File: src/rtl/mips_mem_pkg.sv
// Shared types and constants for the MIPS MEM stage.
//   mem_state_e       : MEM access FSM state encoding (IDLE/WAIT/DONE)
//   ADDR_BASE_DEFAULT : byte address that maps to data-memory word 0
//   WORD_BYTES        : bytes per data word
//   word_t            : 32-bit data word
package mips_mem_pkg;

  typedef logic [31:0] word_t;

  typedef enum logic [1:0] {
    IDLE = 2'd0,
    WAIT = 2'd1,
    DONE = 2'd2
  } mem_state_e;

  localparam int ADDR_BASE_DEFAULT = 1024;
  localparam int WORD_BYTES        = 4;

endpackage

File: src/rtl/data_mem_array.sv
// Data memory array: DEPTH x 32-bit words, synchronous write, registered read.
//   clk, rst : clock; async active-high reset (clears only the read register)
//   we       : write mem[idx] <= wdata on the clock edge
//   re       : capture mem[idx] (or zero when rd_zero) into rdata
//   rd_zero  : force the captured read value to zero
//   idx      : word index
//   wdata    : write data
//   rdata    : registered read data, holds between reads
module data_mem_array
  import mips_mem_pkg::*;
#(
  parameter int DEPTH = 64,
  parameter int AW    = $clog2(DEPTH)
) (
  input  logic          clk,
  input  logic          rst,
  input  logic          we,
  input  logic          re,
  input  logic          rd_zero,
  input  logic [AW-1:0] idx,
  input  word_t         wdata,
  output word_t         rdata
);

  word_t mem [DEPTH];
  word_t rdata_q, rdata_d;

  // Array contents survive reset.
  always_ff @(posedge clk) begin
    if (we) mem[idx] <= wdata;
  end

  always_comb begin
    rdata_d = rdata_q;
    if (re) rdata_d = rd_zero ? '0 : mem[idx];
  end

  always_ff @(posedge clk or posedge rst) begin
    if (rst) rdata_q <= '0;
    else     rdata_q <= rdata_d;
  end

  assign rdata = rdata_q;

endmodule

File: src/rtl/mem_stage_sram.sv
// MEM stage of the 5-stage MIPS pipeline with a multi-cycle data memory.
// A load/store seen in IDLE is latched, waits WAIT_CYCLES cycles, performs
// the access on the last wait edge and spends one DONE cycle with freeze low
// so the pipeline can advance.
//
// State table:
//   IDLE | no access in flight; sample request inputs
//   WAIT | access latched; count down wait states, access when cnt == 0
//   DONE | access complete, read_data valid, freeze low for one cycle
//
// Ports:
//   clk, rst    : clock; async active-high reset
//   mem_r_en    : load request
//   mem_w_en    : store request (wins over mem_r_en)
//   alu_result  : byte address
//   st_val      : store data
//   read_data   : registered load data
//   freeze      : combinational pipeline stall
//   addr_err    : out-of-range pulse in DONE (only with MEM_BOUNDS_CHECK_EN)
//
// Build option: define MEM_BOUNDS_CHECK_EN to suppress out-of-range writes,
// return 0 for out-of-range reads and add the addr_err output. Without it,
// addresses wrap modulo DEPTH.
module mem_stage_sram
  import mips_mem_pkg::*;
#(
  parameter int DEPTH       = 64,
  parameter int ADDR_BASE   = ADDR_BASE_DEFAULT,
  parameter int WAIT_CYCLES = 4
) (
  input  logic  clk,
  input  logic  rst,
  input  logic  mem_r_en,
  input  logic  mem_w_en,
  input  word_t alu_result,
  input  word_t st_val,
  output word_t read_data,
  output logic  freeze
`ifdef MEM_BOUNDS_CHECK_EN
  ,
  output logic  addr_err
`endif
);

  localparam int AW = $clog2(DEPTH);
  localparam int CW = (WAIT_CYCLES > 1) ? $clog2(WAIT_CYCLES) : 1;
  localparam logic [CW-1:0] CNT_LOAD = CW'(WAIT_CYCLES - 1);
  localparam word_t BASE = word_t'(ADDR_BASE);

  mem_state_e    state_q, state_d;
  logic [CW-1:0] cnt_q, cnt_d;
  logic [AW-1:0] idx_q, idx_d;
  word_t         wdata_q, wdata_d;
  logic          is_wr_q, is_wr_d;

  word_t offset;
  logic  req;
  logic  access;
  logic  mem_we, mem_re, rd_zero;
  logic  unused_addr_bits;

  assign req    = mem_r_en | mem_w_en;
  assign offset = alu_result - BASE;
  // Byte-lane bits and index bits above AW do not select a word.
  assign unused_addr_bits = ^{offset[31:AW+2], offset[1:0]};
  assign access = (state_q == WAIT) && (cnt_q == '0);

`ifdef MEM_BOUNDS_CHECK_EN
  localparam word_t LIMIT = word_t'(ADDR_BASE + WORD_BYTES * DEPTH);
  logic oob_q, oob_d;
  logic addr_err_q, addr_err_d;

  assign mem_we  = access & is_wr_q & ~oob_q;
  assign rd_zero = oob_q;
  assign addr_err = addr_err_q;
`else
  assign mem_we  = access & is_wr_q;
  assign rd_zero = 1'b0;
`endif
  assign mem_re = access & ~is_wr_q;

  // Gated by rst so the stall releases immediately on reset even while
  // the request inputs are still asserted.
  assign freeze = req & (state_q != DONE) & ~rst;

  always_comb begin
    state_d = state_q;
    cnt_d   = cnt_q;
    idx_d   = idx_q;
    wdata_d = wdata_q;
    is_wr_d = is_wr_q;
`ifdef MEM_BOUNDS_CHECK_EN
    oob_d      = oob_q;
    addr_err_d = access & oob_q;
`endif
    case (state_q)
      IDLE: begin
        if (req) begin
          idx_d   = offset[AW+1:2];
          wdata_d = st_val;
          is_wr_d = mem_w_en;
          cnt_d   = CNT_LOAD;
          state_d = WAIT;
`ifdef MEM_BOUNDS_CHECK_EN
          oob_d   = (alu_result < BASE) || (alu_result >= LIMIT);
`endif
        end
      end
      WAIT: begin
        if (cnt_q != '0) cnt_d = cnt_q - 1'b1;
        else             state_d = DONE;
      end
      DONE:    state_d = IDLE;
      default: state_d = IDLE;
    endcase
  end

  always_ff @(posedge clk or posedge rst) begin
    if (rst) begin
      state_q <= IDLE;
      cnt_q   <= '0;
      idx_q   <= '0;
      wdata_q <= '0;
      is_wr_q <= 1'b0;
`ifdef MEM_BOUNDS_CHECK_EN
      oob_q      <= 1'b0;
      addr_err_q <= 1'b0;
`endif
    end else begin
      state_q <= state_d;
      cnt_q   <= cnt_d;
      idx_q   <= idx_d;
      wdata_q <= wdata_d;
      is_wr_q <= is_wr_d;
`ifdef MEM_BOUNDS_CHECK_EN
      oob_q      <= oob_d;
      addr_err_q <= addr_err_d;
`endif
    end
  end

  data_mem_array #(
    .DEPTH (DEPTH)
  ) u_array (
    .clk     (clk),
    .rst     (rst),
    .we      (mem_we),
    .re      (mem_re),
    .rd_zero (rd_zero),
    .idx     (idx_q),
    .wdata   (wdata_q),
    .rdata   (read_data)
  );

endmodule

File: config.mk
export PLATFORM = sky130hd
export DESIGN_NAME = mem_stage_sram
export DESIGN_NICKNAME = d
export VERILOG_FILES = /design/src/rtl/mips_mem_pkg.sv /design/src/rtl/data_mem_array.sv /design/src/rtl/mem_stage_sram.sv
export SDC_FILE = /design/constraint.sdc
export NUM_CORES = 2
export LEC_CHECK = 0
export ABC_AREA = 1
export CAP_MARGIN = 20
export CORE_MARGIN = 4
export CORE_UTILIZATION = 40
export CTS_CLUSTER_DIAMETER = 150
export CTS_CLUSTER_SIZE = 16
export DETAILED_ROUTE_END_ITERATION = 10
export GPL_TIMING_DRIVEN = 0
export PLACE_DENSITY_LB_ADDON = 0.15
export SETUP_SLACK_MARGIN = 0.02
export SYNTH_ARGS = -nofsm -noshare
export SYNTH_HDL_FRONTEND = slang
export SYNTH_SLANG_ARGS = --single-unit
File: constraint.sdc
create_clock -name clk -period 3.35 [get_ports clk]
set_input_delay 0.67 -clock clk [delete_from_list [all_inputs] [get_ports clk]]
set_output_delay 0.67 -clock clk [all_outputs]
set_load 0.02 [all_outputs]
* Word-level counts from Yosys, hierarchy flattened *
Memories as Yosys holds them, arrays and structs flattened. A register that Yosys moved wholly into a read port is not among the register bits.
Cells that the tools add are included.

storage, ports and cells
  register bits = 43
  RAM bits = 2048
  input bits = 68
  output and inout bits = 33
  memories kept = 1

memories
  memory       depth  bits a word  rd ports  clocked after Yosys merged registers in  write ports  RTL line              RTL
  u_array.mem  64     32           1         1                                        1            data_mem_array.sv:25  word_t mem [DEPTH];

operators by class
  $add $sub $neg = 2
  equality and inequality tests = 5
  muxes and demuxes = 8
  bitwise gates (word level) = 7
  reduce and logical (&&, ||, !) cells = 8

operators by type and width
  cell                                              number
  2-to-1 mux 2 bit                                  4
  case mux 2 bit (2 select lines)                   2
  subtractor 8 x 1 -> 8 bit, second input constant  1
  != test 2 bit, second input constant              3
  bitwise AND 1 bit                                 4
  logical NOT 2 bit                                 2
  AND reduction 2 bit                               2
  nonzero test 2 bit                                2
  AND reduction 3 bit                               1
  == test 2 x 1 -> 1 bit, second input constant     1
  2-to-1 mux 1 bit                                  2
  != test 2 x 1 -> 1 bit, second input constant     1
  NOT 1 bit                                         2
  subtractor 2 x 1 -> 2 bit, second input constant  1
  logical AND 1 bit                                 1
  OR 1 bit                                          1

* Logic depth before layout (Yosys ltp) *
  depth in word-level cells = 5
  mapped depth = 17
  gate-level depth less buffers = 13

* Hierarchy *
A second synthesis with hierarchy kept.

second synthesis, totals
  cells, all modules = 8745
  area, all modules = 89255.6 sq um

by module, submodules not included
  module          times used  cells an instance  area each (sq um)
  data_mem_array  1           8542               87456.4
  mem_stage_sram  1           203                1799.2

* Worst setup path after synthesis *
No wires, ideal clock.

  kind = input to output
  from = in rst
  to = out freeze
  arrival time = 2.873 ns
  required time = 2.680 ns
  path slack = -0.193 ns
  stages = 3
  cell sequence = inv_1 > o21ai_0 > nor2_1

between the ends
  longest elaborated chain between the ends = 2

RTL lines
  item                RTL line              RTL
  start: declaration  mem_stage_sram.sv:32  input logic rst,
  NOT 1 bit           mem_stage_sram.sv:84  assign freeze = req & (state_q != DONE) & ~rst;
  bitwise AND 1 bit   mem_stage_sram.sv:84
  end: declaration    mem_stage_sram.sv:38  output logic freeze

Every way passes these cells.

* Worst setup path after layout *
  from = reg idx_q[1]
  to = mem u_array.mem[42][25] (netlist bit), enable pin

RTL lines
  item                      RTL line               RTL
  start: declaration        mem_stage_sram.sv:52   logic [AW-1:0] idx_q, idx_d;
  start signal: assignment  mem_stage_sram.sv:132  idx_q <= idx_d;
  end: declaration          data_mem_array.sv:25

Straight into the memory's write port.

==> results.json <==
{
  "syn-num-nets": 8743,
  "yosys_warnings": 0,
  "chipHeight_um": 479,
  "clkSinkCount": 2123,
  "maxCapViolations": 0,
  "first_global_vias": 59000,
  "clk_transition_reported_paths_ns": 0.08,
  "globalRoute.totalOverflow": 0,
  "most_used_cells_in_the_layout_excluding_fill_and_tap_cells": "sky130_fd_sc_hd__nand2_1, sky130_fd_sc_hd__edfxtp_1, sky130_fd_sc_hd__buf_2, sky130_fd_sc_hd__clkbuf_1, sky130_fd_sc_hd__clkbuf_16",
  "critPathCaptureType": "flip-flop",
  "critical_path.startpoint_type": "flip-flop",
  "violations_in_the_final_reports": "negative setup slack",
  "worstPathRequired_ns": 3.89,
  "async_flop_share": 0.0353,
  "outcome": "finished with violations",
  "synthesis.instances": 8674,
  "post-route-worst-setup-slack_ns": -0.0975,
  "core_util_final": 0.460,
  "final.min_clock_period_ns": 3.45,
  "yosys_top_cell_area_share": 0.692,
  "fp.dieArea_mm2": 0.230,
  "final-instance-count-excl-fill": 12100,
  "route.detailed.vias_per_inst": 5.12,
  "dp.cells": 11800,
  "reg2regPathDepth": 7,
  "m1_wl_mm": 123,
  "initial_utilization": 0.403,
  "finish.net_count": 9141,
  "ff_latch_area_mm2": 0.0635,
  "drt-total-wl_mm": 296,
  "antenna_found_initial": 23,
  "worst-r2r-setup-slack_ns": -0.1,
  "worstPathMaxFanout": 27,
  "clockBufferDepth": 3,
  "core-area_mm2": 0.220,
  "worstPathArrival_ns": 3.99,
  "power.density_cell_area_mw_per_mm2": 864,
  "cts.root.buffer_cell": "sky130_fd_sc_hd__clkbuf_16",
  "drcViolationCount": 0,
  "postSynth.topFlopCell": "sky130_fd_sc_hd__edfxtp_1",
  "timing.final.max_slew_violations": 0,
  "setup_violations": 142,
  "achievable-frequency_mhz": 290,
  "drt.antenna.violating_nets": 0,
  "h-tree-depth": 4,
  "beginning_of_the_worst_register_to_register_path": "idx_q[1]",
  "route.detailed.wl_per_inst_um": 24.5,
  "grt_util_all_layers": 0.254,
  "total_leakage_power_nw": 41.7,
  "timing.clock.skew_ns": 0.0418,
  "first_pass_grt_wire_length_mm": 420,
  "count_of_buffers_from_port_buffering": 74,
  "mappedNetlistArea_mm2": 0.0888,
  "report.final.hold_viol_count": 0,
  "timing.hold.ws_ns": 0.232,
  "fin_crit_sh": 1.03,
  "netlist-cell-type-count": 25,
  "multi_input_area_mm2": 0.0237,
  "count_of_pins_on_the_block_boundary": 101,
  "number_of_enable_type_register_cells_in_the_synthesized_netlist": 2048,
  "tightest_slew_ns": 1.04,
  "top_signal_layer_used": "met5",
  "worst_slew_margin_rel": 0.304,
  "largest_net_degree_at_the_start_of_global_routing": 66,
  "routed-wl-met2_mm": 136,
  "die_width_um": 479,
  "synth-seq-area-share": 0.713,
  "ir_drop_mv": 1.05,
  "place.detailed.hpwl_mm": 204,
  "routabilityCongestion": 0.928,
  "fp-row-count": 172,
  "numCtsBuffers": 150,
  "critical_register_to_register_path_endpoint": "u_array.mem[42][25]",
  "synth_top_cells_by_area": "sky130_fd_sc_hd__edfxtp_1, sky130_fd_sc_hd__nand2_1, sky130_fd_sc_hd__dfrtp_1",
  "post_route_cells_drive_above_1_share": 0.0842,
  "via_count": 61900,
  "yosys.area.top_type": "sky130_fd_sc_hd__edfxtp_1",
  "syn2layout_area_growth_pct": 14.1,
  "synthesis.area_per_instance_um2": 10.2,
  "min-delay-path-class": "in2async",
  "detailedRoute.firstPassIterationCount": 8,
  "layout.cells.most_common": "sky130_fd_sc_hd__nand2_1",
  "post_cts_hold_buffers": 0,
  "clock_insertion_delay_worst_skew_ns": 0.86,
  "fill_cells": 20600,
  "setup.worst_path.class": "reg2reg",
  "postSynthRegisterBits": 2123,
  "met3WireLength_mm": 24.0,
  "unrepaired_setup_endpoints_after_global_routing": "true",
  "drtIter0Drc": 6882,
  "cts_tree": "built"
}
[registers in the layout (all words and copies together), names as in the netlist]
register,cells
is_wr_q,1
cnt_q,2
u_array.mem,2048
u_array.rdata,32
state_q,2
idx_q,6
wdata_q,32
[per-stage QoR]
stage / total power, mW / setup TNS, ns / setup WS (ns) / cell area (um2)
floorplan: 53.3 / 0 / 0.204 / 88800
global placement: 69.1 / -4656.38 / -3.18 / 93300
detailed placement: 70.2 / -726.65 / -0.731 / 96100
CTS: 87.7 / -2.88 / -0.105 / 101000
global route: 91.8 / -16.33 / -0.121 / 101000
finish: 87.6 / -5.86 / -0.0975 / 101000
[timing repair]
action	CTS	global route
cloned	0	1
setup buffers	64	4
setup endpoints to repair	2025	470
resized for setup	21	18
pin swaps	29	3
[cell usage after synthesis (all sizes together), types with 3 or more instances]
master,number
clkbuf,160
nor3,8
o21ai,13
nor2,155
buf,271
mux2,32
nand3,52
dfrtp,75
a21oi,17
o211ai,3
nand2,5705
inv,100
edfxtp,2048
or2,31
[how the worst max path moves through the flow]
| stage | start | to | cells after the start |
|---|---|---|---|
| global placement | idx_q[3] | u_array.mem[26][26] | 5 |
| floorplan | cnt_q[0] | u_array.mem[0][0] | 8 |
| finish | idx_q[1] | u_array.mem[42][25] | 7 |
| CTS | idx_q[1] | u_array.mem[34][2] | 7 |
| detailed placement | idx_q[1] | u_array.mem[21][23] | 6 |
| global route | cnt_q[0] | u_array.mem[17][23] | 9 |
[cell type report]
cell class                 count  area share
buffer                       430      0.0199
antenna                        4   0.0000988
timing repair inverter         1   0.0000494
timing repair buffer         246      0.0381
multi-input combinational   6019       0.233
sequential                  2123       0.627
inverter                     101     0.00380
clock buffer                 202      0.0394
clock inverter                14     0.00212
tap                         2958      0.0365
[power breakdown]
part / internal, mW / leakage, nW / total (mW) / switching (mW)
registers: 33.6 / 19.3 / 36.5 / 2.90
logic: 8.32 / 20.4 / 33.5 / 25.1
clock network: 8.38 / 2.03 / 17.6 / 9.23
total: 50.3 / 41.7 / 87.6 / 37.3
[cells by family (layout without fill, tap and decap cells)]
group	after synthesis	after routing	share of synthesized area
and+or+nand+nor	5951	5951	0.254
DFF	2123	2123	0.713
buffers and inverters	532	994	0.0267
AOI/OAI and AO/OA	35	35	0.00213
muxes	32	32	0.00406
adders and majority gates	1	1	0.000141
other	0	4	0
[metal layers]
metal / track usage / vias up
met4: 0.101 / 6
li1: - / 28700
met1: 0.346 / 30100
met3: 0.0413 / 502
met5: 0 / -
met2: 0.408 / 2623
[critical path: stages, from the launching register on]
cell                       delay [ns]
sky130_fd_sc_hd__dfrtp_1         0.48
sky130_fd_sc_hd__inv_2           0.06
sky130_fd_sc_hd__buf_4           0.25
sky130_fd_sc_hd__clkbuf_4        0.34
sky130_fd_sc_hd__nor2_1          0.54
sky130_fd_sc_hd__nand3_2         0.59
sky130_fd_sc_hd__nor2_4          0.59
sky130_fd_sc_hd__buf_12          0.26
Note: power is estimated with default switching activity, not from simulation.
